--- src/rtl/rv32_instr_encoder.sv ---
// rv32_instr_encoder: two-stage valid/ready RV32I instruction packer that checks the
// immediate against the target format and counts good and bad words delivered.
`timescale 1ns/1ps
module rv32_instr_encoder #(
    parameter int CNT_W = 16
) (
    input  logic             clk,
    input  logic             reset_n,
    input  logic             in_valid,
    output logic             in_ready,
    input  logic [6:0]       in_opcode,
    input  logic [4:0]       in_rd,
    input  logic [4:0]       in_rs1,
    input  logic [4:0]       in_rs2,
    input  logic [2:0]       in_funct3,
    input  logic [6:0]       in_funct7,
    input  logic [31:0]      in_imm,
    output logic             out_valid,
    input  logic             out_ready,
    output logic [31:0]      out_instr,
    output logic [1:0]       out_err,
    output logic [CNT_W-1:0] enc_count,
    output logic [CNT_W-1:0] err_count
);

    typedef enum logic [2:0] {
        FMT_R   = 3'd0,
        FMT_I   = 3'd1,
        FMT_ISH = 3'd2,
        FMT_S   = 3'd3,
        FMT_B   = 3'd4,
        FMT_U   = 3'd5,
        FMT_J   = 3'd6,
        FMT_X   = 3'd7
    } fmt_e;

    localparam logic [1:0]  ERR_OK    = 2'd0;
    localparam logic [1:0]  ERR_RANGE = 2'd1;
    localparam logic [1:0]  ERR_ALIGN = 2'd2;
    localparam logic [1:0]  ERR_OPC   = 2'd3;
    localparam logic [31:0] NOP_WORD  = 32'h0000_0013;

    // True when imm[31:lsb] are all equal, i.e. the value sign-extends from bit lsb.
    function automatic logic sext_fits(input logic [31:0] imm, input int lsb);
        logic [31:0] sh;
        sh = 32'($signed(imm) >>> lsb);
        return (sh == 32'h0000_0000) || (sh == 32'hFFFF_FFFF);
    endfunction

    function automatic fmt_e decode_fmt(input logic [6:0] op, input logic [2:0] f3);
        fmt_e f;
        case (op)
            7'b0110011: f = FMT_R;
            7'b0010011: f = ((f3 == 3'b001) || (f3 == 3'b101)) ? FMT_ISH : FMT_I;
            7'b0000011: f = FMT_I;
            7'b1100111: f = FMT_I;
            7'b0100011: f = FMT_S;
            7'b1100011: f = FMT_B;
            7'b0110111: f = FMT_U;
            7'b0010111: f = FMT_U;
            7'b1101111: f = FMT_J;
            default:    f = FMT_X;
        endcase
        return f;
    endfunction

    // Illegal opcode outranks misalignment, which outranks an out-of-range value.
    function automatic logic [1:0] imm_err(input fmt_e f, input logic [31:0] imm);
        logic [1:0] e;
        case (f)
            FMT_R:        e = ERR_OK;
            FMT_I, FMT_S: e = sext_fits(imm, 11) ? ERR_OK : ERR_RANGE;
            FMT_ISH:      e = (imm[31:5] == 27'd0) ? ERR_OK : ERR_RANGE;
            FMT_B: begin
                if (imm[0]) begin
                    e = ERR_ALIGN;
                end else begin
                    e = sext_fits(imm, 12) ? ERR_OK : ERR_RANGE;
                end
            end
            FMT_J: begin
                if (imm[0]) begin
                    e = ERR_ALIGN;
                end else begin
                    e = sext_fits(imm, 20) ? ERR_OK : ERR_RANGE;
                end
            end
            FMT_U:        e = (imm[11:0] == 12'd0) ? ERR_OK : ERR_ALIGN;
            default:      e = ERR_OPC;
        endcase
        return e;
    endfunction

    function automatic logic [31:0] pack_word(
        input fmt_e        f,
        input logic [6:0]  op,
        input logic [4:0]  rd,
        input logic [4:0]  rs1,
        input logic [4:0]  rs2,
        input logic [2:0]  f3,
        input logic [6:0]  f7,
        input logic [31:0] imm
    );
        logic [31:0] w;
        case (f)
            FMT_R:   w = {f7, rs2, rs1, f3, rd, op};
            FMT_I:   w = {imm[11:0], rs1, f3, rd, op};
            FMT_ISH: w = {f7, imm[4:0], rs1, f3, rd, op};
            FMT_S:   w = {imm[11:5], rs2, rs1, f3, imm[4:0], op};
            FMT_B:   w = {imm[12], imm[10:5], rs2, rs1, f3, imm[4:1], imm[11], op};
            FMT_U:   w = {imm[31:12], rd, op};
            FMT_J:   w = {imm[20], imm[10:1], imm[11], imm[19:12], rd, op};
            default: w = NOP_WORD;
        endcase
        return w;
    endfunction

    function automatic logic [CNT_W-1:0] sat_inc(input logic [CNT_W-1:0] c);
        logic [CNT_W-1:0] r;
        if (&c) begin
            r = c;
        end else begin
            r = c + {{(CNT_W-1){1'b0}}, 1'b1};
        end
        return r;
    endfunction

    logic             s1_valid_q;
    logic [6:0]       s1_op_q;
    logic [4:0]       s1_rd_q;
    logic [4:0]       s1_rs1_q;
    logic [4:0]       s1_rs2_q;
    logic [2:0]       s1_f3_q;
    logic [6:0]       s1_f7_q;
    logic [31:0]      s1_imm_q;
    fmt_e             s1_fmt_q, s1_fmt_d;
    logic [1:0]       s1_err_q, s1_err_d;
    logic             s2_valid_q;
    logic [31:0]      s2_instr_q, s2_instr_d;
    logic [1:0]       s2_err_q;
    logic [CNT_W-1:0] enc_cnt_q, enc_cnt_d;
    logic [CNT_W-1:0] err_cnt_q, err_cnt_d;
    logic             s1_adv_s;
    logic             out_xfer_s;

    assign s1_adv_s   = ~s2_valid_q | out_ready;
    assign in_ready   = reset_n & (~s1_valid_q | s1_adv_s);
    assign out_xfer_s = s2_valid_q & out_ready;

    // Decode, check and pack; counter next-state for the current output transfer.
    always_comb begin
        s1_fmt_d   = decode_fmt(in_opcode, in_funct3);
        s1_err_d   = imm_err(s1_fmt_d, in_imm);
        s2_instr_d = NOP_WORD;
        enc_cnt_d  = enc_cnt_q;
        err_cnt_d  = err_cnt_q;
        if (s1_err_q == ERR_OK) begin
            s2_instr_d = pack_word(s1_fmt_q, s1_op_q, s1_rd_q, s1_rs1_q, s1_rs2_q,
                                   s1_f3_q, s1_f7_q, s1_imm_q);
        end else begin
            s2_instr_d = NOP_WORD;
        end
        if (out_xfer_s && (s2_err_q == ERR_OK)) begin
            enc_cnt_d = sat_inc(enc_cnt_q);
        end else if (out_xfer_s) begin
            err_cnt_d = sat_inc(err_cnt_q);
        end else begin
            enc_cnt_d = enc_cnt_q;
        end
    end

    // Pipeline stages and counters; a stage only loads data when it captures a valid entry.
    always_ff @(posedge clk or negedge reset_n) begin
        if (!reset_n) begin
            s1_valid_q <= 1'b0;
            s1_op_q    <= 7'd0;
            s1_rd_q    <= 5'd0;
            s1_rs1_q   <= 5'd0;
            s1_rs2_q   <= 5'd0;
            s1_f3_q    <= 3'd0;
            s1_f7_q    <= 7'd0;
            s1_imm_q   <= 32'd0;
            s1_fmt_q   <= FMT_R;
            s1_err_q   <= ERR_OK;
            s2_valid_q <= 1'b0;
            s2_instr_q <= 32'd0;
            s2_err_q   <= ERR_OK;
            enc_cnt_q  <= {CNT_W{1'b0}};
            err_cnt_q  <= {CNT_W{1'b0}};
        end else begin
            if (in_ready) begin
                s1_valid_q <= in_valid;
                if (in_valid) begin
                    s1_op_q  <= in_opcode;
                    s1_rd_q  <= in_rd;
                    s1_rs1_q <= in_rs1;
                    s1_rs2_q <= in_rs2;
                    s1_f3_q  <= in_funct3;
                    s1_f7_q  <= in_funct7;
                    s1_imm_q <= in_imm;
                    s1_fmt_q <= s1_fmt_d;
                    s1_err_q <= s1_err_d;
                end
            end
            if (s1_adv_s) begin
                s2_valid_q <= s1_valid_q;
                if (s1_valid_q) begin
                    s2_instr_q <= s2_instr_d;
                    s2_err_q   <= s1_err_q;
                end
            end
            enc_cnt_q <= enc_cnt_d;
            err_cnt_q <= err_cnt_d;
        end
    end

    assign out_valid = s2_valid_q;
    assign out_instr = s2_instr_q;
    assign out_err   = s2_err_q;
    assign enc_count = enc_cnt_q;
    assign err_count = err_cnt_q;

endmodule

--- config.mk ---
export PLATFORM = sky130hd
export DESIGN_NAME = rv32_instr_encoder
export DESIGN_NICKNAME = d
export VERILOG_FILES = /design/src/rtl/rv32_instr_encoder.sv
export SDC_FILE = /design/constraint.sdc
export NUM_CORES = 1
export LEC_CHECK = 0
export CORE_MARGIN = 1.5
export CORE_UTILIZATION = 45
export DETAILED_ROUTE_END_ITERATION = 16
export DONT_BUFFER_PORTS = 1
export GPL_TIMING_DRIVEN = 0
export SLEW_MARGIN = 10
export SYNTH_ARGS = -nofsm -noshare
export SYNTH_HDL_FRONTEND = slang
export SYNTH_SLANG_ARGS = --single-unit
--- constraint.sdc ---
create_clock -name clk -period 4.9 [get_ports clk]
set_input_delay 0.98 -clock clk [delete_from_list [all_inputs] [get_ports clk]]
set_output_delay 0.98 -clock clk [all_outputs]
set_load 0.05 [all_outputs]
==> results.txt <==
----------------------------------------------------
[GRT]
  Congestion Overflow GR ... 0
  Initial antenna violation count ... 1
  Total Routing Usage GR ... 21.98%
  Maximum number of pins on one net before global-route repair ... 139
  Number of global-route vias before repair ... 4595
  Global-route wire length before repair ... 24560 um

[Setup path]
  Classification of the worst setup path ... flop to output pin
  Slowest cell on crit path ... sky130_fd_sc_hd__dfrtp_1
  Critical path startpoint category ... flop
  Worst Setup End Kind ... output pin
  Crit Path Max Fanout ... 4
  Reg2Reg Capture Point ... s1_rs2_q[1]$_DFFE_PN0P_
  Critical path, cell by cell ... nand2b_1 -> o21a_1
  Source of the worst register-to-register timing path ... out_valid$_DFFE_PN0N_
  Cell depth of the worst flop-to-flop path ... 6
  Arrival time at the worst endpoint ... 1.76 ns
  Data required time of the critical path ... 3.92 ns
  Peak per-stage delay on the critical path ... 0.59 ns
  End point of the critical path ... in_ready
  R2R Setup Slk ... 2.19 ns
  Critical path launch point ... out_valid$_DFFE_PN0N_

[Timing]
  F_max ... 0.3655 GHz
  Fraction of the cycle the final worst path needs ... 55.83%
  Actual transition at the worst max-transition pin ... ~0.96 ns
  Setup slack after layout ... 2.164 ns
  Finish-stage setup viols ... 0
  Worst-case hold slack ... 0.2586 ns
  Fin Setup TNS ... 0 ns
  Worst-case clock skew ... 0.005595 ns
  Final number of max-transition violations ... 0
  Worst slew margin relative to its limit ... 35.46%
  Unrepaired setup endpoints after global routing ... no
  Final hold vios ... 0
  Final Critical Period ... 2.736 ns

[Placed design]
  Number of buffer cells added on primary ports ... 0
  Weighted congestion at the end of routability-driven global placement ... between 0.8 and 0.9
  Pre-CTS setup slack ... about 1.9 ns
  Half-perimeter wire length of the detailed placement result ... 11260 um

[Logic synthesis]
  Number of nets produced by synthesis ... 637
  Number of instances in the synthesized netlist ... 567
  Number of storage elements in the synthesis netlist ... between 100 and 150
  Sequential-to-total area share from yosys stat ... between 50% and 60%
  Dominant register cell in the synthesized netlist ... sky130_fd_sc_hd__dfrtp_1
  Yosys warning total ... 0
  Unique masters post-synth ... 49
  Number of enable-type register cells in the synthesized netlist ... 0
  Mapped cell area ... 6379 um2
  Mean Syn Cell Area ... 11.25 um2
  Async set or reset register ratio after synthesis ... 100.0%

[Routing]
  Detailed router's first-iteration violation count ... 225
  DR vias ... around 4500
  DR WL/cell ... 20.15 um
  Detailed-router iteration count before antenna repair ... 4
  Vias per cell ... 5.785
  Routed WL ... 15680 um
  DRC errors left ... 0
  Residual antenna-violating net count after detailed routing ... 0

[CTS]
  Max Root-Sink Buffers ... 2
  TritonCTS clock tree ... built
  CTS Root Buffer Type ... sky130_fd_sc_hd__clkbuf_16
  Total CTS buffers ... 17
  CTS hold repair buffers ... 0
  Sink count of the clock tree ... 137
  Clock transition time at the flip-flop clock pins of the worst setup and hold paths ... 0.06 ns
  Post-cts resize count ... 0
  Post-CTS setup buffers ... 0
  Insertion delay to the later sink of the worst-skew pair ... approximately 0.42 ns
  H-tree Lvls ... 4

[Cells and area]
  Most common cell after layout, fill and taps aside ... sky130_fd_sc_hd__dfrtp_1
  Final Util ... 51.68%
  FF/Latch Area ... 3428 um2
  Share of post-route cells with drive strength above 1 ... 20.07%
  Number of diodes ... 0
  Filler cell count in the final layout ... 1223
  Net count, final ... between 600 and 700
  Area overhead of the layout relative to synthesis ... 12.46%
  Most frequent cells in the layout ... sky130_fd_sc_hd__dfrtp_1 (137), sky130_fd_sc_hd__mux2_2 (66), sky130_fd_sc_hd__nand2_1 (55)
  Footprint of the multi-input gates ... 2803 um2

[Floorplan]
  Row count ... 43
  Die outline height ... roughly 120 um
  Total core area ... 13880 um2
  Die outline width ... 122.1 um
  Die ar. ... 14900 um2
  Initial core utilization ... 45.95%
  Ports placed on the boundary ... 136

[Pwr]
  Areal power density over the cells ... 474.5 nW/um2
  Total power consumption of the routed design ... about 3.4 mW
  Static leakage ... about 3 nW
  Worst voltage drop across the vdd grid ... 0.2579 mV

[Status]
  Outcome ... finished, final reports clean

[Worst hold path]
  Class of the tightest hold or removal check ... primary input to async pin

[Job]
  Max-Cap Viols ... 0

----------------------------------------------------
through the flow:
stage,area (um2),std cells
final,7173,778
after floorplan,6379,567
after global routing,7173,778
after detailed placement,6604,747
after global placement,6604,747
after CTS,7173,778
critical path: cells and delay by family, from the launching register on:
family | cells | cell delay (ns)
compound gates | 1 | 0.51
simple gates | 1 | 0.25
flops | 1 | 0.59
cell usage after synthesis (all sizes together), types with 3 or more instances:
library cell | count | area, um2
dfrtp | 137 | 3428
xor2 | 13 | 113.9
nand2b | 4 | 25.02
mux2i | 11 | 110.1
o22ai | 5 | 31.28
nand3 | 13 | 65.06
mux2 | 66 | 743.2
nor2b | 22 | 137.6
a21oi | 28 | 140.1
clkbuf | 16 | 60.06
or4 | 4 | 30.03
a211oi | 7 | 52.55
nand2 | 55 | 206.5
a22o | 10 | 87.58
a22oi | 15 | 112.6
xnor2 | 17 | 148.9
and3 | 8 | 50.05
and4 | 3 | 33.78
a31oi | 7 | 43.79
buf | 12 | 57.56
nor4 | 6 | 50.04
o22a | 3 | 26.28
o21ai | 32 | 160.2
nor3 | 11 | 76.33
nand4 | 11 | 75.07
inv | 8 | 30.03
nor2 | 24 | 92.59
layer usage:
metal	up-vias	global-route usage [%]	part of all wire, %
li1	2082	-	-
met1	2231	26.71	41
met2	167	36.10	48
met3	21	8.146	9.1
met4	0	7.485	1.9
met5	-	0	0
logic make-up after synthesis:
logic type      Yosys count  synth area share [%]
compound gates          117                 11.87
xor+xnor                 30                 4.119
fa+ha+maj                 2                0.3922
buf+inv                  36                 2.315
flops                   137                 53.75
mux                      77                 13.38
simple gates            168                 14.18
worst min path at each step:
stage	endpoint	slack [ns]	cells after the start
floorplan	s1_op_q[2]$_DFFE_PN0P_	0.45	2
detailed placement	out_instr[6]$_DFFE_PN0P_	0.48	1
finish	err_count[8]$_DFFE_PN0P_	0.26	0
CTS	s1_rs1_q[2]$_DFFE_PN0P_	0.24	0
global placement	out_instr[1]$_DFFE_PN0P_	0.46	1
global route	err_count[8]$_DFFE_PN0P_	0.24	0
final cells by class:
class | count | share of cell area, %
well taps | 180 | 3.140
flip-flops and latches | 137 | 47.79
clock inverters | 13 | 1.814
clock buffers | 18 | 6.122
inverters | 8 | 0.4186
multi-input cells | 394 | 39.07
plain buffers | 28 | 1.640
registers in the layout, summed over array words and instances (netlist names):
| register | count |
|---|---|
| s1_f7_q | 7 |
| s1_rs2_q | 5 |
| s1_valid_q | 1 |
| err_count | 16 |
| s1_rs1_q | 5 |
| s1_f3_q | 3 |
| out_valid | 1 |
| out_instr | 32 |
| s1_err_q | 2 |
| s1_rd_q | 5 |
| s1_fmt_q | 3 |
| out_err | 2 |
| enc_count | 16 |
| s1_op_q | 7 |
| s1_imm_q | 32 |
power by group:
part	internal, mW	switching (mW)
combinational	0.243	0.266
sequential	1.30	0.369
clock	0.752	0.479
Power figures use the tool's default switching activity.
